[src/rtl/str_pkt_arb.sv]
// Packet-level round-robin arbiter: N_SRC AXI-Stream sources share one output, grant locked
// until tlast. Optional per-source packet counters under `STR_PKT_ARB_CNT_EN.
module str_pkt_arb #(
    parameter int unsigned N_SRC      = 4,
    parameter int unsigned DATA_WIDTH = 80,
    parameter int unsigned WORD_WIDTH = 8,
    parameter int unsigned CNT_WIDTH  = 16,
    localparam int unsigned KW = DATA_WIDTH / WORD_WIDTH,
    localparam int unsigned SW = (N_SRC > 1) ? $clog2(N_SRC) : 1
) (
    input  logic                        i_clk,
    input  logic                        i_rst_n,
    input  logic [N_SRC-1:0]            i_src_en,
    input  logic [N_SRC*DATA_WIDTH-1:0] s_axis_tdata,
    input  logic [N_SRC*KW-1:0]         s_axis_tkeep,
    input  logic [N_SRC-1:0]            s_axis_tlast,
    input  logic [N_SRC-1:0]            s_axis_tvld,
    output logic [N_SRC-1:0]            s_axis_trdy,
    output logic [DATA_WIDTH-1:0]       m_axis_tdata,
    output logic [KW-1:0]               m_axis_tkeep,
    output logic                        m_axis_tlast,
    output logic                        m_axis_tvld,
    input  logic                        m_axis_trdy,
    output logic [SW-1:0]               m_axis_tid,
    output logic                        o_busy
`ifdef STR_PKT_ARB_CNT_EN
    ,
    output logic [N_SRC*CNT_WIDTH-1:0]  o_pkt_cnt
`endif
);

    localparam logic [0:0] ST_IDLE = 1'b0;
    localparam logic [0:0] ST_XFER = 1'b1;

    // Elaboration-time parameter sanity
    if (N_SRC < 2 || CNT_WIDTH < 1 || WORD_WIDTH < 1 || (DATA_WIDTH % WORD_WIDTH) != 0) begin : g_bad_param
        $error("str_pkt_arb: illegal parameter combination");
    end

    logic [0:0]            r_state;
    logic [0:0]            w_state_nxt;
    logic [SW-1:0]         r_rr_ptr;
    logic [SW-1:0]         w_rr_ptr_nxt;
    logic [SW-1:0]         r_gnt;
    logic [SW-1:0]         w_gnt_nxt;
    logic [SW-1:0]         w_arb_gnt;
    logic                  w_arb_hit;
    logic [N_SRC-1:0]      w_req;
    logic [N_SRC-1:0]      w_trdy;
    logic                  w_out_free;
    logic                  w_accept;
    logic                  w_accept_last;

    logic                  r_tvld;
    logic                  w_tvld_nxt;
    logic [DATA_WIDTH-1:0] r_tdata;
    logic [DATA_WIDTH-1:0] w_tdata_nxt;
    logic [KW-1:0]         r_tkeep;
    logic [KW-1:0]         w_tkeep_nxt;
    logic                  r_tlast;
    logic                  w_tlast_nxt;
    logic [SW-1:0]         r_tid;
    logic [SW-1:0]         w_tid_nxt;

    logic [DATA_WIDTH-1:0] w_src_data [N_SRC];
    logic [KW-1:0]         w_src_keep [N_SRC];

    // Split flat source buses into per-source lanes
    for (genvar g = 0; g < N_SRC; g++) begin : g_unpack
        assign w_src_data[g] = s_axis_tdata[g*DATA_WIDTH +: DATA_WIDTH];
        assign w_src_keep[g] = s_axis_tkeep[g*KW +: KW];
    end

    function automatic logic [SW-1:0] f_wrap(input logic [SW-1:0] base, input int unsigned off);
        int unsigned k;
        k = 32'(base) + off;
        if (k >= N_SRC) k = k - N_SRC;
        return SW'(k);
    endfunction

    assign w_req      = s_axis_tvld & i_src_en;
    assign w_out_free = !r_tvld || m_axis_trdy;

    // Round-robin pick: first requester at or after rr_ptr
    always_comb begin
        w_arb_hit = 1'b0;
        w_arb_gnt = '0;
        for (int unsigned i = 0; i < N_SRC; i++) begin
            if (!w_arb_hit && w_req[f_wrap(r_rr_ptr, i)]) begin
                w_arb_hit = 1'b1;
                w_arb_gnt = f_wrap(r_rr_ptr, i);
            end
        end
    end

    // Next-state, handshake and output-register next values
    always_comb begin
        w_state_nxt   = r_state;
        w_rr_ptr_nxt  = r_rr_ptr;
        w_gnt_nxt     = r_gnt;
        w_trdy        = '0;
        w_accept      = 1'b0;
        w_accept_last = 1'b0;
        w_tvld_nxt    = r_tvld;
        w_tdata_nxt   = r_tdata;
        w_tkeep_nxt   = r_tkeep;
        w_tlast_nxt   = r_tlast;
        w_tid_nxt     = r_tid;

        if (r_tvld && m_axis_trdy) begin
            w_tvld_nxt = 1'b0;
        end

        case (r_state)
            ST_IDLE: begin
                if (w_arb_hit) begin
                    w_gnt_nxt   = w_arb_gnt;
                    w_state_nxt = ST_XFER;
                end
            end
            ST_XFER: begin
                w_trdy[r_gnt] = w_out_free;
                w_accept      = s_axis_tvld[r_gnt] && w_out_free;
                w_accept_last = w_accept && s_axis_tlast[r_gnt];
                if (w_accept) begin
                    w_tvld_nxt  = 1'b1;
                    w_tdata_nxt = w_src_data[r_gnt];
                    w_tkeep_nxt = w_src_keep[r_gnt];
                    w_tlast_nxt = s_axis_tlast[r_gnt];
                    w_tid_nxt   = r_gnt;
                end
                // Packet boundary releases the lock and moves priority past the winner
                if (w_accept_last) begin
                    w_state_nxt  = ST_IDLE;
                    w_rr_ptr_nxt = (r_gnt == SW'(N_SRC - 1)) ? '0 : r_gnt + SW'(1);
                end
            end
            default: begin
                w_state_nxt = ST_IDLE;
            end
        endcase
    end

    always_ff @(posedge i_clk or negedge i_rst_n) begin
        if (!i_rst_n) begin
            r_state  <= ST_IDLE;
            r_rr_ptr <= '0;
            r_gnt    <= '0;
            r_tvld   <= 1'b0;
            r_tdata  <= '0;
            r_tkeep  <= '0;
            r_tlast  <= 1'b0;
            r_tid    <= '0;
        end else begin
            r_state  <= w_state_nxt;
            r_rr_ptr <= w_rr_ptr_nxt;
            r_gnt    <= w_gnt_nxt;
            r_tvld   <= w_tvld_nxt;
            r_tdata  <= w_tdata_nxt;
            r_tkeep  <= w_tkeep_nxt;
            r_tlast  <= w_tlast_nxt;
            r_tid    <= w_tid_nxt;
        end
    end

    assign s_axis_trdy  = w_trdy;
    assign m_axis_tvld  = r_tvld;
    assign m_axis_tdata = r_tdata;
    assign m_axis_tkeep = r_tkeep;
    assign m_axis_tlast = r_tlast;
    assign m_axis_tid   = r_tid;
    assign o_busy       = (r_state == ST_XFER);

`ifdef STR_PKT_ARB_CNT_EN
    // Per-source packet counters, bumped on the s-side tlast beat; wrap naturally
    for (genvar g = 0; g < N_SRC; g++) begin : g_cnt
        logic [CNT_WIDTH-1:0] r_pkt_cnt;
        always_ff @(posedge i_clk or negedge i_rst_n) begin
            if (!i_rst_n) begin
                r_pkt_cnt <= '0;
            end else if (w_accept_last && (r_gnt == SW'(g))) begin
                r_pkt_cnt <= r_pkt_cnt + CNT_WIDTH'(1);
            end
        end
        assign o_pkt_cnt[g*CNT_WIDTH +: CNT_WIDTH] = r_pkt_cnt;
    end
`endif

endmodule

[config.mk]
export PLATFORM = sky130hd
export DESIGN_NAME = str_pkt_arb
export DESIGN_NICKNAME = d
export VERILOG_FILES = /design/src/rtl/str_pkt_arb.sv
export SDC_FILE = /design/constraint.sdc
export NUM_CORES = 1
export LEC_CHECK = 0
export CAP_MARGIN = 20
export CORE_AREA = 2 2 183 185
export DETAILED_ROUTE_END_ITERATION = 6
export DIE_AREA = 0 0 185 187
export GPL_TIMING_DRIVEN = 1
export PLACE_DENSITY = 0.47
export SYNTH_ARGS = -nofsm -noshare
export SYNTH_HDL_FRONTEND = slang
export SYNTH_SLANG_ARGS = --single-unit
[constraint.sdc]
create_clock -name i_clk -period 2.35 [get_ports i_clk]
set_clock_uncertainty 0.15 [all_clocks]
set_input_delay 0.3525 -clock i_clk [delete_from_list [all_inputs] [get_ports i_clk]]
set_output_delay 0.3525 -clock i_clk [all_outputs]
set_load 0.02 [all_outputs]
-- Yosys cells after proc, flatten, opt, wreduce, memory -nomap -nowiden
Cells that the tools add are included.
- add/subtract/negate cells: 8
- $mul: 0
- div/mod/pow operators: 0
- magnitude comparators: 11
- equality and inequality tests: 1
- shift operators: 0
- multiplexer cells: 40
- bitwise gates (word level): 4
- reduce and logical (&&, ||, !) cells: 15
- operators with widths (kind ; number):
    80-bit binary-select mux with 2-bit select ; 1
    80-bit two-way mux ; 2
    10-bit binary-select mux with 2-bit select ; 1
    10-bit two-way mux ; 2
    2-bit two-way mux ; 9
    1-bit two-way mux ; 16
    2-bit by 3-bit less-than comparator with 1-bit output (second input constant) ; 5
    1-bit binary-select mux with 2-bit select ; 6
    3-bit >= comparator (second input constant) ; 4
    4-bit AND ; 2
    2-bit by 1-bit subtractor with 2-bit output (second input constant) ; 4
    1-bit logical AND ; 7
    2-bit by 2-bit adder with 3-bit output (second input constant) ; 2
    2-bit AND reduction ; 3
    1-bit zero test ; 4
    4-bit two-way mux ; 1
    2-bit by 1-bit adder with 3-bit output (second input constant) ; 1
    2-bit by 3-bit >= comparator with 1-bit output (second input constant) ; 1
    2-bit NOT with 3-bit output ; 1
    2-bit by 1-bit adder with 2-bit output (second input constant) ; 1
    1-bit demux with 2-bit select ; 1
    2-bit == test (second input constant) ; 1
    2-bit by 1-bit >= comparator with 1-bit output (second input constant) ; 1
    1-bit one-hot mux with 2 select lines ; 1
    2 further kinds ; 2
- flip-flop bits (word level): 99
- bits in latches: 0
- memory bits (writable): 0
- memory bits (read-only): 0
- input bits: 375
- output and inout port bits: 99
- word-level logic and storage cells: 87
- memories: 0

-- Logic depth before layout (Yosys ltp)
Gate-level depths: netlist of run 1.
- depth in word-level cells: 16
- gate-level depth with buffers: 7
- gate-level depth less buffers: 4

-- Least setup slack after synthesis of run 1
Ideal clock, no wire load.
- kind: reg-to-output
- from: register r_gnt[1]
- to: output s_axis_trdy[1]
- data arrival time: 1538 ps
- required time: 1847 ps
- setup slack: 310 ps
- stages on the path, launching flop included: 6
- path buffers: 2
- cells stage by stage: dfrtp_1 -> clkbuf_1 -> clkbuf_1 -> inv_1 -> ha_1 -> and3_1
- cells in the longest elaborated chain, start to end: 6
- elaborated cells between the ends (all ways): 7
- classes of those cells: 2 x order compare; 3 x mux; 1 x bitwise; 1 x reduce/logical
- RTL lines (element ; line ; text):
    from (decl) ; 44 ; logic [SW-1:0] r_gnt;
    from (signal assigned) ; 157 ; r_gnt <= w_gnt_nxt;
    2-bit by 3-bit less-than comparator with 1-bit output (not written as such) or 2-bit by 1-bit >= comparator with 1-bit output (tied branches) ; 122 ; w_trdy[r_gnt] = w_out_free;
    1-bit logical AND (not written as such) ; 122 ;
    1-bit two-way mux (not written as such) ; 122 ;
    1-bit demux with 2-bit select * ; 122 ;
    4-bit AND (no line) * ; n/a ;
    4-bit two-way mux * ; 114 ; case (r_state)
    to (decl) ; 18 ; output logic [N_SRC-1:0] s_axis_trdy,
Mark *: on every way between the ends. The rest lies on a longest branch, timed or not.

-- Final worst setup path of run 1
- from: register r_gnt[0]
- to: output s_axis_trdy[0]
The elaborated chain is that of the path after synthesis.

==> results.py, run 1 <==
metrics = {
    "place": {
        "place.gp.congestion": 0.819,
        "io_buffers": 473,
        "dp_hpwl_um": 21800,
        "place_area_um2": 11400,
    },
    "floorplanning": {
        "die_area_um2": 34600,
        "core_area_um2": 32900,
        "die_h_um": 187,
        "pin_count": 474,
        "num_rows": 67,
        "die_w_um": 185,
        "start_util": 0.185,
    },
    "yosys": {
        "syn_inst": 362,
        "synth_seq_cells": 99,
        "ys_seq_area_frac": 0.407,
        "syn_area_per_cell_um2": 16.8,
        "yosysTopAreaCell": "dfrtp_1",
        "synthTopCellsByCount": "dfrtp_1, mux4_2, mux2_1",
        "yosysTopAreaCellShare": 0.407,
        "yosysMostFrequentCell": "dfrtp_1",
        "synth_cell_types": 26,
        "synth_fp_nets": 741,
        "ys_top_cells_by_area": "dfrtp_1, mux4_2, mux2_1",
        "synthFlopType": "dfrtp_1",
        "async_flop_share": 1.00,
        "synth_edf_count": 0,
        "syn_area_um2": 6090,
        "synth-warning-count": 0,
    },
    "min_path": {
        "min_path_type": "reg2reg",
    },
    "clocking": {
        "cts_root_buffer": "clkbuf_16",
        "cts_tree": "yes",
        "cts_buffers": 9,
        "cts_buffer_depth": 2,
        "htree_levels": 3,
        "clock_latency_ps": 350,
        "path_clk_slew_ps": 80,
        "clock-sinks": 99,
    },
    "critical_path": {
        "max_stage_delay_ps": 490,
        "cp-end-kind": "output pin",
        "worstSetupPathType": "reg2out",
        "worstPathMaxFanout": 4,
        "crit_buf_inv": 3,
        "critPathArrivalTime_ps": 1750,
        "crit_chain": "buf_4, inv_1, ha_1, and3_1, dlygate4sd2_1",
        "slowest_stage": "dfrtp_4",
        "start_kind": "flop",
        "critPathTopFamily": "buffers and inverters",
        "required_ps": 1850,
    },
    "status": {
        "status": "finished clean",
    },
    "sta": {
        "period_needed_ps": 2260,
        "worstMarginPinSlew_ps": 443,
        "finalCritPeriodShare": 0.960,
        "report.final.slew_viol_count": 0,
        "grt_setup_unrepaired": "false",
        "hold_viol": 0,
        "setup_violations": 0,
        "fmaxAchievable_mhz": 443,
        "maxSlewHeadroom": 0.705,
        "tns_ps": 0,
    },
    "finish": {
        "drive_gt1_frac": 0.200,
        "final_cell_area_um2": 11700,
        "nNetsFinal": 1214,
        "syn_to_final_growth_pct": 92.5,
    },
    "global_routing": {
        "grt_pass1_wl_um": 37700,
        "grt_max_degree": 57,
        "antenna_found_initial": 4,
        "track_usage": 0.148,
        "grt_pass1_vias": 5978,
        "grt_overflow": 0,
    },
    "pwr": {
        "ir_drop_v": 0.000621,
        "p_leak_nw": 4.36,
        "p_per_area_nw_per_um2": 1070,
        "power_mw": 12.6,
    },
    "detailed_routing": {
        "wl_per_cell_um": 20.1,
        "drc": 0,
        "drtIter0Drc": 149,
        "wirelength_um": 25900,
        "firstDrtPassIters": 4,
        "viasPerCell": 4.14,
        "ant_nets": 0,
        "vias": 5336,
    },
    "run": {
        "maxCapViolations": 0,
    },
}
[final timing paths]
check / start / endpoint / slack, ps / cells past startpoint
max: r_gnt[0] / s_axis_trdy[0] / 90 / 5
min: m_axis_tid[0] / m_axis_tid[0] / 330 / 2
max reg2reg: r_gnt[0] / m_axis_tdata[7] / 120 / 5
min reg2reg: m_axis_tid[0] / m_axis_tid[0] / 330 / 2
max in group asynchronous: i_rst_n / m_axis_tdata[7] / 1340 / 3
min in group asynchronous: i_rst_n / r_gnt[1] / 370 / 3
[layout by cell type, fill, tap and decap left out, drive strengths merged, types with 2 or more instances in the layout]
| cell type | count |
|---|---|
| nand4 | 2 |
| nor2 | 2 |
| nand2b | 2 |
| a31oi | 2 |
| buf | 22 |
| mux2 | 93 |
| ha | 4 |
| nand2 | 10 |
| a32o | 2 |
| and3 | 4 |
| inv | 5 |
| dlygate4sd2 | 4 |
| clkbuf | 12 |
| mux4 | 92 |
| o21ai | 5 |
| clkdlybuf4s50 | 468 |
| dfrtp | 99 |
[sequential cells by signal, indices dropped and copies added, names as in the netlist]
register      cells
m_axis_tdata     80
m_axis_tid        2
m_axis_tkeep     10
m_axis_tlast      1
m_axis_tvld       1
o_busy            1
r_gnt             2
r_rr_ptr          2
[through the flow]
stage	instances	worst slack [ps]	util	hold slack [ps]
3_3_place_gp	1268	-48.0	0.347	219
5_1_grt	1288	11.0	0.357	350
2_1_floorplan	362	310	-	-93.1
3_5_place_dp	1268	-71.1	0.347	222
6_report	1289	93.8	0.357	329
4_1_cts	1288	51.2	0.357	335
[power breakdown]
group	internal, mW	leakage (nW)	switching (mW)
logic	4.44	3.07	3.56
registers	2.62	1.16	0.501
clock network	0.760	0.134	0.692
[worst min-delay path, stage by stage, from the launching register on]
cell and delay, ps:
dfrtp_1 340, nand2_1 40, o21ai_0 60
[per-layer routing]
layer / up-vias / routed length [um] / global-route usage
met1: 2659 / 9890 / 0.169
met2: 227 / 13700 / 0.274
met5: - / 38 / 0
li1: 2425 / - / -
met3: 19 / 2060 / 0.0421
met4: 6 / 215 / 0.0263
[final cells by class]
type / instances / area [um2]
fill: 3256 / 21100
timing repair buffer: 495 / 4980
multi-input combinational: 227 / 3400
sequential: 99 / 2480
tap: 448 / 561
clock buffer: 12 / 246
clock inverter: 4 / 33.8
inverter: 3 / 11.3
antenna: 1 / 2.50
[cells by family after synthesis]
family,after synthesis,synth area share
AO/OA/AOI/OAI,16,0.0181
multiplexers,186,0.514
buffers and inverters,36,0.0358
flip-flops,99,0.407
adder cells (fa/ha/maj),4,0.00822
AND/OR/NAND/NOR,21,0.0173
[repair_timing]
item,CTS,global route
hold buffers,1,0
endpoints found under the setup margin,4,0
setup buffers,3,0
endpoints found under the hold margin,99,0
resized for setup,4,0
No activity file was read; power rests on OpenSTA's default activity.
==> inputs of run 2 (changes only) <==
--- a/config.mk
+++ b/config.mk
@@ -7,6 +7,7 @@
 export LEC_CHECK = 0
 export CAP_MARGIN = 20
 export CORE_AREA = 2 2 183 185
+export CTS_CLUSTER_SIZE = 16
 export DETAILED_ROUTE_END_ITERATION = 6
 export DIE_AREA = 0 0 185 187
 export GPL_TIMING_DRIVEN = 1
==> results of run 2 <==
Final layout, timing and power as in run 1 (identical DEF).
